--- config.mk ---
export PLATFORM = sky130hd
export DESIGN_NAME = spi_counter_slave
export DESIGN_NICKNAME = d
export VERILOG_FILES = /design/src/rtl/spi_pkg.sv /design/src/rtl/spi_sync.sv /design/src/rtl/spi_counter_slave.sv
export SDC_FILE = /design/constraint.sdc
export NUM_CORES = 1
export LEC_CHECK = 0
export ABC_AREA = 0
export BUFFER_PORTS_ARGS = -buffer_cell sky130_fd_sc_hd__buf_4
export CAP_MARGIN = 25
export CORE_ASPECT_RATIO = 0.9
export CORE_MARGIN = 2
export CORE_UTILIZATION = 57
export DETAILED_ROUTE_END_ITERATION = 16
export GPL_TIMING_DRIVEN = 0
export PLACE_DENSITY = 0.78
export SKIP_CTS_REPAIR_TIMING = 1
export SYNTH_ARGS = -nofsm -noshare
export SYNTH_HDL_FRONTEND = slang
export SYNTH_SLANG_ARGS = --single-unit
--- constraint.sdc ---
create_clock -name clk -period 2 [get_ports clk]
set_input_delay 0.4 -clock clk [delete_from_list [all_inputs] [get_ports clk]]
set_output_delay 0.4 -clock clk [all_outputs]
set_load 0.01 [all_outputs]
--- src/rtl/spi_pkg.sv ---
// spi_pkg: shared FSM state encoding and default parameters for the SPI counter slave.
package spi_pkg;
    localparam int SPI_WIDTH_DEFAULT = 16;
    localparam int SPI_SYNC_DEFAULT  = 2;
    typedef enum logic [1:0] {IDLE, SHIFT, LOAD, ABORT} spi_state_e;
endpackage

--- src/rtl/spi_sync.sv ---
// spi_sync: multi-flop synchronizer for one asynchronous bit plus a rise/fall detector.
module spi_sync #(
    parameter int   STAGES  = 2,
    parameter logic RST_VAL = 1'b0
) (
    input  logic clk,
    input  logic reset,
    input  logic i_d,
    output logic o_level,
    output logic o_rise,
    output logic o_fall
);
    // Top bit is the edge-detector history flop behind the synchronizer chain.
    logic [STAGES:0] r_sync;
    always_ff @(posedge clk or negedge reset)
        if (!reset) r_sync <= {(STAGES + 1){RST_VAL}};
        else        r_sync <= {r_sync[STAGES-1:0], i_d};
    assign o_level = r_sync[STAGES-1];
    assign o_rise  = r_sync[STAGES-1] & ~r_sync[STAGES];
    assign o_fall  = ~r_sync[STAGES-1] & r_sync[STAGES];
endmodule

--- src/rtl/spi_counter_slave.sv ---
// spi_counter_slave: mode-0 SPI slave that commits complete WIDTH-bit frames to o_data
// and echoes the previously committed value on MISO.
module spi_counter_slave
    import spi_pkg::*;
#(
    parameter int WIDTH       = SPI_WIDTH_DEFAULT,
    parameter int SYNC_STAGES = SPI_SYNC_DEFAULT
) (
    input  logic             clk,
    input  logic             reset,
    input  logic             i_sclk,
    input  logic             i_mosi,
    input  logic             i_cs_n,
    output logic             o_miso,
    output logic [WIDTH-1:0] o_data,
    output logic             o_valid,
    output logic             o_frame_err,
    output logic             o_busy
);
    localparam int CW = $clog2(WIDTH + 1);
    logic w_sclk, w_sclk_rise, w_sclk_fall;
    logic w_mosi, w_mosi_rise, w_mosi_fall;
    logic w_cs, w_cs_rise, w_cs_fall;
    logic w_full, w_good, w_start, w_end, w_unused;
    spi_state_e r_state, w_next;
    logic [WIDTH-1:0] r_shift, r_tx, r_data;
    logic [CW-1:0] r_cnt;
    logic r_ovr, r_valid, r_err, r_armed;
    logic [SYNC_STAGES:0] r_flush;

    spi_sync #(.STAGES(SYNC_STAGES), .RST_VAL(1'b0)) u_sclk (
        .clk(clk), .reset(reset), .i_d(i_sclk),
        .o_level(w_sclk), .o_rise(w_sclk_rise), .o_fall(w_sclk_fall));
    spi_sync #(.STAGES(SYNC_STAGES), .RST_VAL(1'b0)) u_mosi (
        .clk(clk), .reset(reset), .i_d(i_mosi),
        .o_level(w_mosi), .o_rise(w_mosi_rise), .o_fall(w_mosi_fall));
    spi_sync #(.STAGES(SYNC_STAGES), .RST_VAL(1'b1)) u_cs (
        .clk(clk), .reset(reset), .i_d(i_cs_n),
        .o_level(w_cs), .o_rise(w_cs_rise), .o_fall(w_cs_fall));

    assign w_unused = &{1'b0, w_sclk, w_mosi_rise, w_mosi_fall};
    assign w_full   = r_cnt == CW'(WIDTH);
    assign w_good   = w_full & ~r_ovr;
    // A cs_n fall only counts once cs_n has been seen high after reset, so a
    // reset released mid-frame cannot start on the tail of that frame.
    assign w_start  = (r_state == IDLE) & r_armed & w_cs_fall;
    assign w_end    = (r_state == SHIFT) & w_cs_rise;

    always_comb begin
        w_next = r_state;
        w_next = w_start ? SHIFT :
                 w_end ? (w_good ? LOAD : ABORT) :
                 (r_state == LOAD || r_state == ABORT) ? IDLE : r_state;
    end

    always_ff @(posedge clk or negedge reset) begin
        if (!reset) begin
            r_state <= IDLE;
            r_shift <= '0;
            r_tx    <= '0;
            r_data  <= '0;
            r_cnt   <= '0;
            r_ovr   <= 1'b0;
            r_valid <= 1'b0;
            r_err   <= 1'b0;
            r_armed <= 1'b0;
            r_flush <= '0;
        end else begin
            r_state <= w_next;
            r_valid <= w_end & w_good;
            r_err   <= w_end & ~w_good;
            r_flush <= {r_flush[SYNC_STAGES-1:0], 1'b1};
            r_armed <= r_armed | (r_flush[SYNC_STAGES] & w_cs);
            if (w_end & w_good) r_data <= r_shift;
            if (w_start) begin
                r_cnt   <= '0;
                r_ovr   <= 1'b0;
                r_shift <= '0;
                r_tx    <= r_data;
            end else if (r_state == SHIFT) begin
                if (w_sclk_rise) begin
                    if (w_full) r_ovr <= 1'b1;
                    else begin
                        r_cnt   <= r_cnt + 1'b1;
                        r_shift <= {r_shift[WIDTH-2:0], w_mosi};
                    end
                end
                if (w_sclk_fall) r_tx <= r_tx << 1;
            end
        end
    end

    assign o_data      = r_data;
    assign o_valid     = r_valid;
    assign o_frame_err = r_err;
    assign o_busy      = r_state == SHIFT;
    assign o_miso      = (r_state == SHIFT) & r_tx[WIDTH-1];
endmodule

==> flow_summary_export.csv <==
group,metric,value,unit
detailed_routing,number_of_iterations_in_the_first_detailed_routing_pass,4,
power,p_leak,1.58,nW
critical_path,critical_setup_path_kind,"flip-flop to flip-flop",
clocking,cts_max_path_buffers,2,
global_routing,grt_antenna_before_repair,0,
clocking,clk_transition_reported_paths,0.07,ns
floorplanning,pin_count,25,
logic_synthesis,syn-mean-instance-area,13.7,sq um
critical_path,critical_path.max_fanout,10,
final_layout,area_growth,18.8,%
power,power-per-cell-area,980,nW/um^2
final_layout,nNetsFinal,250,
global_routing,maximum_number_of_pins_on_one_net_before_global_route_repair,71,
detailed_routing,via_count,1744,
power,share_clk_of_total_power,0.352,
critical_path,setup.worst_path.start_class,"flip-flop",
timing,finalSetupViolations,0,
detailed_routing,detail_route.drc_violations,0,
power,netSwitchingPower,0.000858,W
timing,tightestPinTransition,0.839,ns
critical_path,crit_path_end_kind,"flip-flop",
logic_synthesis,syn_nets,208,
critical_path,r2r_slack,0.05,ns
place,io_buffer_count,24,
power,ir_drop,0.824,mV
outcome,outcome,"finished, final reports clean",
global_routing,grt_pass1_wl,8310,um
power,pwr-share-seq,0.505,
detailed_routing,detail_route.vias_per_cell,5.63,
place,dpl-instance-area,3010,sq um
critical_path,critical_path_data_required_time,2.22,ns
logic_synthesis,ys_seq_area_frac,0.638,
clocking,cts.sinks,70,
timing,max_freq,514,MHz
clocking,cts_buffers,9,
logic_synthesis,number_of_register_bits_inferred_by_synthesis,70,
detailed_routing,drt-wirelength-per-cell,16.3,um
flow_run,drv.max_cap_violation_count,0,
clocking,cts-htree-levels,3,
timing,timing.max_slew.rel_slack,0.441,
clocking,clock_insertion_delay_worst_skew,0.34,ns
critical_path,worst_setup_path_startpoint,"r_cnt[1]",
clocking,clock_tree_from_tritoncts,"yes",
global_routing,grt_overflow_total,0,
timing,fin_crit_sh,0.973,
place,hpwlAfterDp,3330,um
logic_synthesis,netlist_instances,201,
final_layout,layout.filler_cells,327,
detailed_routing,wirelength,5050,um
critical_path,timing.rr.start,"r_cnt[1]",
floorplanning,floorplan.initialDensity,0.605,
timing,fin_tns_setup,0,ns
logic_synthesis,yosysUniqueCellTypes,30,
final_layout,final_layout_size_suffix_gt1_frac,0.286,
final_layout,utilization,0.719,
logic_synthesis,yosys_warnings,0,
detailed_routing,final_antenna_net_count,0,
timing,timing.final.hold_violations,0,
logic_synthesis,synth.cell_area,2750,sq um
critical_path,crit-reg2reg-capture,"o_data[2]",
floorplanning,core.rowCount,23,
floorplanning,die_height,69.9,um
place,finalWeightedCongestion,0.842,
power,report.power.total,0.00320,W
floorplanning,design.core.area,4550,sq um
final_layout,postLayoutCellArea,3270,sq um
timing,period_minus_slack,1.95,ns
timing,fin_skew,0.0113,ns
power,internal-power,0.00235,W
critical_path,path_depth_of_the_worst_reg2reg_path,6,
floorplanning,fp.dieW,77.2,um
floorplanning,design.die.area,5400,sq um
global_routing,number_of_global_route_vias_before_repair,1760,
power,comb_power_share,0.143,
power,swShare,0.268,
critical_path,timing.critical_path.arrival,2.16,ns
min_path,holdCritPathClass,"input pin to asynchronous set/reset pin",
detailed_routing,drtIter0Drc,97,
final_layout,antennaDiodeCount,0,
clocking,root_buffer,"sky130_fd_sc_hd__clkbuf_8",
global_routing,grtUsageTotal,0.204,
timing,maxSlewViolCount,0,
## cell usage in the layout, fill, tap and decap left out
| master | instances |
|---|---|
| sky130_fd_sc_hd__a21o_1 | 1 |
| sky130_fd_sc_hd__inv_2 | 1 |
| sky130_fd_sc_hd__inv_1 | 4 |
| sky130_fd_sc_hd__nor3_4 | 1 |
| sky130_fd_sc_hd__and4bb_2 | 1 |
| sky130_fd_sc_hd__ha_1 | 2 |
| sky130_fd_sc_hd__clkbuf_1 | 4 |
| sky130_fd_sc_hd__and2_1 | 1 |
| sky130_fd_sc_hd__dfstp_2 | 3 |
| sky130_fd_sc_hd__nand4bb_2 | 1 |
| sky130_fd_sc_hd__nand2_1 | 2 |
| sky130_fd_sc_hd__a22oi_2 | 1 |
| sky130_fd_sc_hd__nor2_2 | 1 |
| sky130_fd_sc_hd__a22o_1 | 17 |
| sky130_fd_sc_hd__a21oi_1 | 3 |
| sky130_fd_sc_hd__nand4bb_1 | 3 |
| sky130_fd_sc_hd__mux2_2 | 10 |
| sky130_fd_sc_hd__buf_4 | 32 |
| sky130_fd_sc_hd__o21ai_0 | 18 |
| sky130_fd_sc_hd__mux2i_1 | 15 |
| sky130_fd_sc_hd__conb_1 | 1 |
| sky130_fd_sc_hd__buf_2 | 4 |
| sky130_fd_sc_hd__nand3_1 | 18 |
| sky130_fd_sc_hd__clkbuf_8 | 11 |
| sky130_fd_sc_hd__clkinv_2 | 3 |
| sky130_fd_sc_hd__or3_1 | 2 |
| sky130_fd_sc_hd__nor4bb_1 | 3 |
| sky130_fd_sc_hd__buf_6 | 1 |
| sky130_fd_sc_hd__o41ai_1 | 1 |
| sky130_fd_sc_hd__nor2b_1 | 1 |
| sky130_fd_sc_hd__dfrtp_1 | 67 |
| sky130_fd_sc_hd__mux2_1 | 9 |
| sky130_fd_sc_hd__nor2_1 | 4 |
| sky130_fd_sc_hd__bufinv_16 | 1 |
| sky130_fd_sc_hd__nand2b_1 | 1 |
## sequential cells by signal (all words and copies together) (netlist names)
register       cells
o_frame_err        1
o_data            16
u_cs.r_sync        3
u_mosi.r_sync      2
r_flush            3
r_state            2
u_sclk.r_sync      3
r_ovr              1
o_valid            1
r_tx              16
r_cnt              5
r_armed            1
r_shift           16
## synth_stat cells
cell,n,area share
sky130_fd_sc_hd__a21o_1,1,0.0027
sky130_fd_sc_hd__a21oi_1,3,0.0055
sky130_fd_sc_hd__a22o_1,17,0.054
sky130_fd_sc_hd__a22oi_2,1,0.0045
sky130_fd_sc_hd__and2_1,1,0.0023
sky130_fd_sc_hd__and4bb_2,1,0.0045
sky130_fd_sc_hd__buf_2,4,0.0073
sky130_fd_sc_hd__buf_4,1,0.0027
sky130_fd_sc_hd__buf_6,1,0.0041
sky130_fd_sc_hd__clkbuf_1,3,0.0041
sky130_fd_sc_hd__conb_1,1,0.0014
sky130_fd_sc_hd__dfrtp_1,67,0.61
sky130_fd_sc_hd__dfstp_2,3,0.029
sky130_fd_sc_hd__ha_1,2,0.0091
sky130_fd_sc_hd__inv_1,4,0.0055
sky130_fd_sc_hd__inv_2,1,0.0014
sky130_fd_sc_hd__mux2_1,9,0.037
sky130_fd_sc_hd__mux2_2,10,0.041
sky130_fd_sc_hd__mux2i_1,15,0.055
sky130_fd_sc_hd__nand2_1,2,0.0027
sky130_fd_sc_hd__nand2b_1,1,0.0023
sky130_fd_sc_hd__nand3_1,18,0.033
sky130_fd_sc_hd__nand4bb_1,4,0.016
sky130_fd_sc_hd__nor2_1,5,0.0068
sky130_fd_sc_hd__nor2b_1,1,0.0023
sky130_fd_sc_hd__nor3_4,1,0.0059
sky130_fd_sc_hd__nor4bb_1,3,0.011
sky130_fd_sc_hd__o21ai_0,18,0.033
sky130_fd_sc_hd__o41ai_1,1,0.0032
sky130_fd_sc_hd__or3_1,2,0.0045
## worst max-delay path by stage
stage | endpoint | slack [ns] | depth (start not counted)
final | o_data[2] | 0.05 | 6
after global routing | o_data[11] | -0.04 | 6
after CTS | o_data[2] | -0.05 | 6
after detailed placement | o_data[13] | -0.03 | 6
after global placement | o_data[12] | 0.02 | 6
after floorplan | o_data[0] | 0.21 | 6
## power by group through the flow
stage          logic [W]  registers, W  clock network (W)
2_1_floorplan   0.000304       0.00161                  0
3_3_place_gp    0.000417       0.00163                  0
3_5_place_dp    0.000423       0.00164                  0
4_1_cts         0.000428       0.00161            0.00114
5_1_grt         0.000508       0.00163            0.00121
6_report        0.000459       0.00162            0.00113
## critical path, cell delays in order (launching register included)
cell                        delay, ns
sky130_fd_sc_hd__dfrtp_1         0.42
sky130_fd_sc_hd__inv_1           0.08
sky130_fd_sc_hd__ha_1            0.18
sky130_fd_sc_hd__nand4bb_2       0.24
sky130_fd_sc_hd__nor3_4          0.36
sky130_fd_sc_hd__buf_6           0.20
sky130_fd_sc_hd__mux2_1          0.34
## through the flow
step | hold WS [ns] | worst slack [ns] | std cells
6_report | 0.169 | 0.0542 | 310
4_1_cts | 0.162 | -0.0547 | 303
3_3_place_gp | 0.332 | 0.0246 | 287
5_1_grt | 0.160 | -0.0379 | 310
3_5_place_dp | 0.339 | -0.0303 | 287
2_1_floorplan | 0.104 | 0.214 | 201
## routing by layer
| layer | global-route usage | up-vias | routed length [um] |
|---|---|---|---|
| li1 | - | 815 | - |
| met1 | 0.304 | 884 | 2490 |
| met2 | 0.290 | 35 | 2310 |
| met3 | 0.0504 | 10 | 160 |
| met4 | 0.0853 | 0 | 89 |
| met5 | 0 | - | 0 |
## kinds of logic (layout without fill, tap and decap cells)
logic type               after synthesis  after routing  synth area share
AO/OA/AOI/OAI                         41             41             0.103
adder cells (fa/ha/maj)                2              2           0.00909
buffers and inverters                 14             61            0.0250
flip-flops                            70             70             0.638
multiplexers                          34             34             0.132
other                                  1              1           0.00136
AND/OR/NAND/NOR                       39             39            0.0914
## final cells by class
class	instances	area, sq um	area share
plain buffers	9	50.0	0.0153
clock buffers	12	155	0.0475
clock inverters	4	45.0	0.0138
inverters	5	18.8	0.00574
multi-input cells	117	935	0.286
flip-flops and latches	70	1760	0.537
well taps	62	77.6	0.0237
repair buffers	31	233	0.0712
Power figures use the tool's default switching activity.
